===== src/rtl/cv32e40x_xif_scoreboard.sv =====
// Pending-write scoreboard for instructions offloaded over XIF.
// Flags RAW/WAW hazards for the ID-stage instruction against outstanding writes.
module cv32e40x_xif_scoreboard #(
    parameter int DEPTH                  = 4,
    parameter int X_ID_WIDTH             = 4,
    parameter int REGFILE_NUM_READ_PORTS = 2
) (
    input  logic                                clk,
    input  logic                                rst,
    input  logic                                issue_valid_i,
    output logic                                issue_ready_o,
    input  logic [X_ID_WIDTH-1:0]               issue_id_i,
    input  logic                                issue_we_i,
    input  logic [4:0]                          issue_rd_i,
    input  logic                                result_valid_i,
    input  logic [X_ID_WIDTH-1:0]               result_id_i,
    input  logic                                result_we_i,
    input  logic                                kill_all_i,
    input  logic [REGFILE_NUM_READ_PORTS-1:0]   rf_re_id_i,
    input  logic [5*REGFILE_NUM_READ_PORTS-1:0] rf_raddr_id_i,
    input  logic                                rf_we_id_i,
    input  logic [4:0]                          rf_waddr_id_i,
    output logic                                raw_stall_o,
    output logic                                waw_stall_o,
    output logic [$clog2(DEPTH+1)-1:0]          outstanding_o,
    output logic                                empty_o,
    output logic                                id_err_o
);

    localparam int CNT_W = $clog2(DEPTH+1);
    localparam int IDX_W = $clog2(DEPTH);

    logic [DEPTH-1:0]      valid_q;
    logic [DEPTH-1:0]      valid_d;
    logic [DEPTH-1:0]      we_q;
    logic [X_ID_WIDTH-1:0] id_q [DEPTH];
    logic [4:0]            rd_q [DEPTH];
    logic [CNT_W-1:0]      cnt_q;
    logic [CNT_W-1:0]      cnt_d;
    logic                  err_q;
    logic                  err_d;

    logic                  full;
    logic                  issue_fire;
    logic                  free_found;
    logic [IDX_W-1:0]      free_idx;
    logic                  res_hit;
    logic [IDX_W-1:0]      res_idx;
    logic                  dup_hit;

    assign full          = &valid_q;
    assign issue_ready_o = !full;
    assign issue_fire    = issue_valid_i && !full;

    // Reverse scan so the lowest index wins.
    always_comb begin
        free_found = 1'b0;
        free_idx   = '0;
        res_hit    = 1'b0;
        res_idx    = '0;
        dup_hit    = 1'b0;
        for (int i = DEPTH-1; i >= 0; i--) begin
            if (!valid_q[i]) begin
                free_found = 1'b1;
                free_idx   = IDX_W'(i);
            end
            if (valid_q[i] && id_q[i] == result_id_i) begin
                res_hit = 1'b1;
                res_idx = IDX_W'(i);
            end
            if (valid_q[i] && id_q[i] == issue_id_i) begin
                dup_hit = 1'b1;
            end
        end
    end

    always_comb begin
        valid_d = valid_q;
        err_d   = err_q;
        if (kill_all_i) begin
            valid_d = '0;
        end else begin
            if (result_valid_i) begin
                if (!res_hit) begin
                    err_d = 1'b1;
                end else begin
                    valid_d[res_idx] = 1'b0;
                    if (we_q[res_idx] != result_we_i) begin
                        err_d = 1'b1;
                    end
                end
            end
            if (issue_fire && free_found) begin
                valid_d[free_idx] = 1'b1;
                if (dup_hit) begin
                    err_d = 1'b1;
                end
            end
        end
    end

    always_comb begin
        cnt_d = '0;
        for (int i = 0; i < DEPTH; i++) begin
            cnt_d = cnt_d + CNT_W'(valid_d[i]);
        end
    end

    always_ff @(posedge clk or posedge rst) begin
        if (rst) begin
            valid_q <= '0;
            we_q    <= '0;
            cnt_q   <= '0;
            err_q   <= 1'b0;
            for (int i = 0; i < DEPTH; i++) begin
                id_q[i] <= '0;
                rd_q[i] <= '0;
            end
        end else begin
            valid_q <= valid_d;
            cnt_q   <= cnt_d;
            err_q   <= err_d;
            if (issue_fire && free_found && !kill_all_i) begin
                id_q[free_idx] <= issue_id_i;
                rd_q[free_idx] <= issue_rd_i;
                we_q[free_idx] <= issue_we_i;
            end
        end
    end

    // x0 is never a real dependency.
    always_comb begin
        raw_stall_o = 1'b0;
        waw_stall_o = 1'b0;
        for (int p = 0; p < REGFILE_NUM_READ_PORTS; p++) begin
            for (int i = 0; i < DEPTH; i++) begin
                if (rf_re_id_i[p] && rf_raddr_id_i[5*p +: 5] != 5'd0 &&
                    valid_q[i] && we_q[i] &&
                    rd_q[i] == rf_raddr_id_i[5*p +: 5]) begin
                    raw_stall_o = 1'b1;
                end
            end
        end
        for (int i = 0; i < DEPTH; i++) begin
            if (rf_we_id_i && rf_waddr_id_i != 5'd0 &&
                valid_q[i] && we_q[i] && rd_q[i] == rf_waddr_id_i) begin
                waw_stall_o = 1'b1;
            end
        end
    end

    assign outstanding_o = cnt_q;
    assign empty_o       = (cnt_q == '0);
    assign id_err_o      = err_q;

endmodule


===== config.mk =====
export PLATFORM = sky130hd
export DESIGN_NAME = cv32e40x_xif_scoreboard
export DESIGN_NICKNAME = d
export VERILOG_FILES = /design/src/rtl/cv32e40x_xif_scoreboard.sv
export SDC_FILE = /design/constraint.sdc
export NUM_CORES = 1
export LEC_CHECK = 0
export BUFFER_PORTS_ARGS = -buffer_cell sky130_fd_sc_hd__buf_2
export CELL_PAD_IN_SITES_DETAIL_PLACEMENT = 1
export CELL_PAD_IN_SITES_GLOBAL_PLACEMENT = 1
export CORE_ASPECT_RATIO = 0.75
export CORE_MARGIN = 2
export CORE_UTILIZATION = 48
export DETAILED_ROUTE_END_ITERATION = 16
export GPL_TIMING_DRIVEN = 0
export PLACE_DENSITY_LB_ADDON = 0.1
export SYNTH_ARGS = -nofsm -noshare
export SYNTH_HDL_FRONTEND = slang
export SYNTH_SLANG_ARGS = --single-unit
export TNS_END_PERCENT = 30

===== constraint.sdc =====
create_clock -name clk -period 5.01 [get_ports clk]
set_clock_uncertainty 0.2 [all_clocks]
set_input_delay 0.501 -clock clk [delete_from_list [all_inputs] [get_ports clk]]
set_output_delay 0.501 -clock clk [all_outputs]
set_load 0.02 [all_outputs]

After elaboration in Yosys (flattened, before gate mapping)
Cells that the tools add are included.
{"block": "totals", "regBits": 48, "latchBits": 0, "ram_bits": 0, "mem_bits_ro": 0, "out_inout_bits": 8, "wordCells": 161, "n_memories": 0}
{"block": "op_classes", "n_addsub": 3, "multipliers": 0, "div_mod_pow": 0, "order_cmp": 6, "eq_ne": 21, "n_shift": 0, "mux": 55, "n_bitwise": 4, "reduce_logical": 60}
{"operator": "5-bit equality test", "n": 12}
{"operator": "1-bit logical AND", "n": 53}
{"operator": "4-bit equality test", "n": 8}
{"operator": "1-bit 2-to-1 mux", "n": 32}
{"operator": "4-bit 2-to-1 mux", "n": 6}
{"operator": "20-bit bitwise mux", "n": 1}
{"operator": "16-bit bitwise mux", "n": 1}
{"operator": "2-bit 2-to-1 mux", "n": 8}
{"operator": "5-bit nonzero test", "n": 3}
{"operator": "5-bit demux with 2-bit select", "n": 1}
{"operator": "4-bit demux with 2-bit select", "n": 1}
{"operator": "2-bit by 3-bit < comparator with 1-bit output (second input constant)", "n": 2}
{"operator": "5-bit 2-to-1 mux", "n": 1}
{"operator": "4-bit AND", "n": 1}
{"operator": "4-bit bitwise mux", "n": 1}
{"operator": "1-bit demux with 2-bit select", "n": 2}
{"operator": "2-bit by 1-bit greater-or-equal comparator with 1-bit output (second input constant)", "n": 2}
{"operator": "4-bit inverter", "n": 1}
{"operator": "4-bit bitwise OR", "n": 1}
{"operator": "4-bit AND reduction", "n": 1}
{"operator": "2-bit by 1-bit adder with 3-bit output", "n": 1}
{"operator": "3-bit by 1-bit adder with 3-bit output", "n": 1}
{"operator": "3-bit greater-or-equal comparator (second input constant)", "n": 1}
{"operator": "3-bit zero test", "n": 1}
{"operator": "6 further kinds", "n": 7}

Depth between registers and ports, before layout
{"block": "logic_depth", "depth_word": 21, "mapped_depth": 9}

Least setup slack after synthesis
OpenSTA, ideal clock, no wires.
{"block": "synth_timing", "path_type": "input port to flip-flop", "from": "input port issue_valid_i", "to": "register cnt_q[1], in the netlist outstanding_o[1]", "arrival_time_ns": 2.289, "required_time_ns": 4.684, "slack_ns": 2.396, "stages": 8, "path_buffers": 1, "path_cell_list": "nor2b_1 -> nand3_1 -> nor3b_1 -> buf_2 -> nand2b_1 -> fa_1 -> ha_1 -> ha_1"}
{"item": "start, declared", "line_no": "10", "rtl": "input logic issue_valid_i,"}
{"item": "1-bit logical AND", "line_no": "53", "rtl": "assign issue_fire = issue_valid_i && !full;"}
{"item": "1-bit logical AND", "line_no": "93", "rtl": "if (issue_fire && free_found) begin"}
{"item": "4-bit 2-to-1 mux", "line_no": "93"}
{"item": "4-bit 2-to-1 mux", "line_no": "80", "rtl": "if (kill_all_i) begin"}
{"item": "named net valid_d[3]", "line_no": "34", "rtl": "logic [DEPTH-1:0] valid_d;"}
{"item": "3-bit by 1-bit adder with 3-bit output", "line_no": "105", "rtl": "cnt_d = cnt_d + CNT_W'(valid_d[i]);"}
{"item": "named net cnt_d[1]", "line_no": "39", "rtl": "logic [CNT_W-1:0] cnt_d;"}
{"item": "end signal, assigned", "line_no": "121", "rtl": "cnt_q <= cnt_d;"}
{"item": "end, declared", "line_no": "38", "rtl": "logic [CNT_W-1:0] cnt_q;"}
The timed path passes the listed nets, and every way through them passes these cells.
A chain may end at the register's enable or synchronous reset.

Worst setup path after layout
{"block": "layout_timing", "from": "register valid_q[0]", "to": "register cnt_q[1], in the netlist outstanding_o[1]"}
{"item": "start, declared", "line_no": "33", "rtl": "logic [DEPTH-1:0] valid_q;"}
{"item": "start signal, assigned", "line_no": "120", "rtl": "valid_q <= valid_d;"}
{"item": "1-bit logical AND", "line_no": "67", "rtl": "if (valid_q[i] && id_q[i] == result_id_i) begin"}
{"item": "2-bit 2-to-1 mux", "line_no": "67"}
{"item": "2-bit by 3-bit < comparator with 1-bit output (not written as such) or 2-bit by 1-bit greater-or-equal comparator with 1-bit output (tied branches)", "line_no": "87", "rtl": "valid_d[res_idx] = 1'b0;"}
{"item": "1-bit logical AND (not written as such)", "line_no": "87"}
{"item": "1-bit 2-to-1 mux (not written as such)", "line_no": "87"}
{"item": "1-bit demux with 2-bit select", "line_no": "87"}
{"item": "4-bit inverter (no source line)"}
{"item": "4-bit AND (no source line)"}
{"item": "4-bit 2-to-1 mux", "line_no": "84", "rtl": "if (!res_hit) begin"}
{"item": "4-bit 2-to-1 mux", "line_no": "83", "rtl": "if (result_valid_i) begin"}
{"item": "4-bit 2-to-1 mux", "line_no": "80"}
{"item": "4-bit bitwise OR (no source line)"}
{"item": "4-bit 2-to-1 mux *", "line_no": "93"}
{"item": "4-bit 2-to-1 mux *", "line_no": "80"}
{"item": "named net valid_d[3]", "line_no": "34"}
{"item": "3-bit by 1-bit adder with 3-bit output *", "line_no": "105"}
{"item": "named net cnt_d[1]", "line_no": "39"}
The timed path passes the listed nets; every way through them passes the cells marked *. The select of a mux whose other input is x is not followed.

==> impl_metrics.toml <==
[timing]
fin_setup_tns_ns = 0
setup_violations = 0
fin_ws_ns = 2.11
slew_violations = 0
post-route-period-util_pct = 57.8
fmaxAchievable_mhz = 345
slew_headroom_pct = 64.4
hold_viol_final = 0
worstMarginPinSlew_ns = 0.529
rsz0062_at_grt = "no"
final.min_clock_period_ns = 2.90

[grt]
grt_pass1_wl_um = 13600
grt_max_degree = 37
grt-ovfl-total = 0
grt_pass1_vias = 2476
grt_util_all_layers_pct = 24.5
antenna_found_initial = 0

[yosys]
synthDistinctLibCells = 47
netlist_top_cells_area = "dfrtp_1, mux2_2, xnor2_1, xor2_1, nand4_1"
synthTopCellsByCount = "dfrtp_1, xnor2_1, xor2_1"
synth_top_cell_area_share_pct = 37.5
synthFlopType = "dfrtp_1"
synth-seq-cells = 48
async_flop_share_pct = 100
synth_warnings = 0
synth_top_cell_by_area = "dfrtp_1"
syn-instance-count = 300
seq_area_frac_synth_pct = 37.5
synth_most_common_cell = "dfrtp_1"
synth_edf_count = 0
syn_area_mm2 = 0.00320
avgSynthCellArea_um2 = 10.7
synth_nets = 341

[setup_path]
cp-end-kind = "register"
crit_fanout = 10
critical_path.cell_chain = "clkbuf_1, nand3_1, nor3b_1, buf_2, nand2b_1, fa_1, ha_1, ha_1"
cp_data_arrival_time_ns = 2.90
cpMostUsedCell = "ha_1"
path_class = "reg2reg"
startpoint_type = "register"
cp.required_ns = 5.02
slowest_delay_ns = 0.42
critical_path.slowest_cell = "fa_1"

[hold_path]
hold_class = "in2reg"

[detailed_routing]
drtIter0Drc = 106
wirelength_um = 8620
viasPerCell = 5.76
drt.antenna.violating_nets = 0
num_vias = 2415
dr.pass1.iters = 4
drc = 0
wl_per_cell_um = 20.6

[flow_run]
cap_violations = 0

[floorplan]
dieArea_mm2 = 0.00735
die_w_um = 98.3
initial_core_util_pct = 50.2
core_mm2 = 0.00638
chipHeight_um = 74.7
pin_count = 46
rows = 25

[place]
dp_hpwl_um = 6680
gp_congestion = 0.897
pre_cts_slack_ns = 1.88
placed_cell_area_mm2 = 0.00347
portBuffers = 29

[layout]
diodes = 0
nNetsFinal = 379
syn2layout_area_growth_pct = 11.1
utilization_pct = 55.7
n_fill_cell = 734
final_layout_size_suffix_gt1_share_pct = 27.5
fin_area_mm2 = 0.00356

[cts]
clkSinkCount = 48
cts_made_buffers = 5
cts-root-buf = "clkbuf_8"
clk_transition_reported_paths_ns = 0.10
cts_buffer_depth = 2
cts_resized = 0
htreeDepth = 2
cts_tree = "yes"
worstSkewPairLatency_ns = 0.31

[pwr]
finalPower_mw = 1.16
p_leak_nw = 1.52
powerDensity_mw_per_mm2 = 327
ir_worst_vdd_mv = 0.212

[status]
status = "complete, no violations"
worst max-delay path, delay by kind of cell (launching register included):
family	cells	cell delay, ns
flip-flops	1	0.34
adder cells (fa/ha/maj)	3	0.89
buffers and inverters	2	0.71
AND/OR/NAND/NOR	3	0.65
kinds of logic after synthesis:
group	synth area share, %
AO/OA/AOI/OAI	7.03
XOR/XNOR	24.1
multiplexers	13.7
flip-flops	37.5
AND/OR/NAND/NOR	12.3
adder cells (fa/ha/maj)	1.41
buffers and inverters	3.95
path summary, 6_finish.rpt:
path | start | to | slack (ns) | cells after the start
max | valid_q[0] | outstanding_o[1] | 2.11 | 8
min reg2reg | we_q[2] | we_q[2] | 0.36 | 1
max in group asynchronous | rst | id_q[1] | 3.65 | 4
max reg2reg | valid_q[0] | outstanding_o[1] | 2.11 | 8
min | issue_rd_i[2] | rd_q[17] | 0.25 | 3
min in group asynchronous | rst | rd_q[16] | 0.48 | 3
through the flow:
| stage | hold slack (ns) | cells |
|---|---|---|
| 2_1_floorplan | 0.296 | 300 |
| 3_3_place_gp | 0.316 | 410 |
| 3_5_place_dp | 0.264 | 411 |
| 4_1_cts | 0.243 | 419 |
| 5_1_grt | 0.285 | 419 |
| 6_report | 0.248 | 419 |
layout make-up:
| class | instances | area (um2) | area share [%] |
|---|---|---|---|
| multi-input cells | 223 | 1870 | 52.7 |
| flip-flops and latches | 48 | 1200 | 33.8 |
| well taps | 81 | 101 | 2.85 |
| clock inverters | 1 | 5.00 | 0.141 |
| repair buffers | 31 | 175 | 4.93 |
| clock buffers | 6 | 72.6 | 2.04 |
| plain buffers | 22 | 100 | 2.81 |
| inverters | 7 | 26.3 | 0.739 |
cell usage in the layout (no fill, tap or decap), types with 6 or more instances in the layout:
| cell | netlist | routed |
|---|---|---|
| buf_2 | 8 | 37 |
| xor2_1 | 43 | 43 |
| clkbuf_1 | 13 | 14 |
| nor3_1 | 6 | 6 |
| dfrtp_1 | 48 | 48 |
| inv_1 | 7 | 6 |
| nand2_1 | 13 | 13 |
| xnor2_1 | 45 | 45 |
| mux2_2 | 35 | 35 |
| nand4_1 | 12 | 12 |
where the power goes:
part / total, mW / switching (mW) / internal, mW
Sequential: 0.571 / 0.110 / 0.461
Clock: 0.224 / 0.129 / 0.0952
Combinational: 0.365 / 0.174 / 0.191
flip-flops by register name, summed over array words and instances (netlist names):
name and count:
rd_q 20, id_err_o 1, valid_q 4, outstanding_o 3, id_q 16, we_q 4
metal layers:
| layer | vias up | track usage, % | share of wire [%] |
|---|---|---|---|
| li1 | 1120 | - | - |
| met1 | 1229 | 37.2 | 49 |
| met4 | 0 | 4.26 | 0.66 |
| met5 | - | 0 | 0 |
| met2 | 59 | 37.9 | 44 |
| met3 | 7 | 3.81 | 6.0 |
timing repair:
action                    CTS  global route
hold endpoints to repair   12             0
setup buffers               0             0
hold buffers                1             0
No activity file was read; power rests on OpenSTA's default activity.
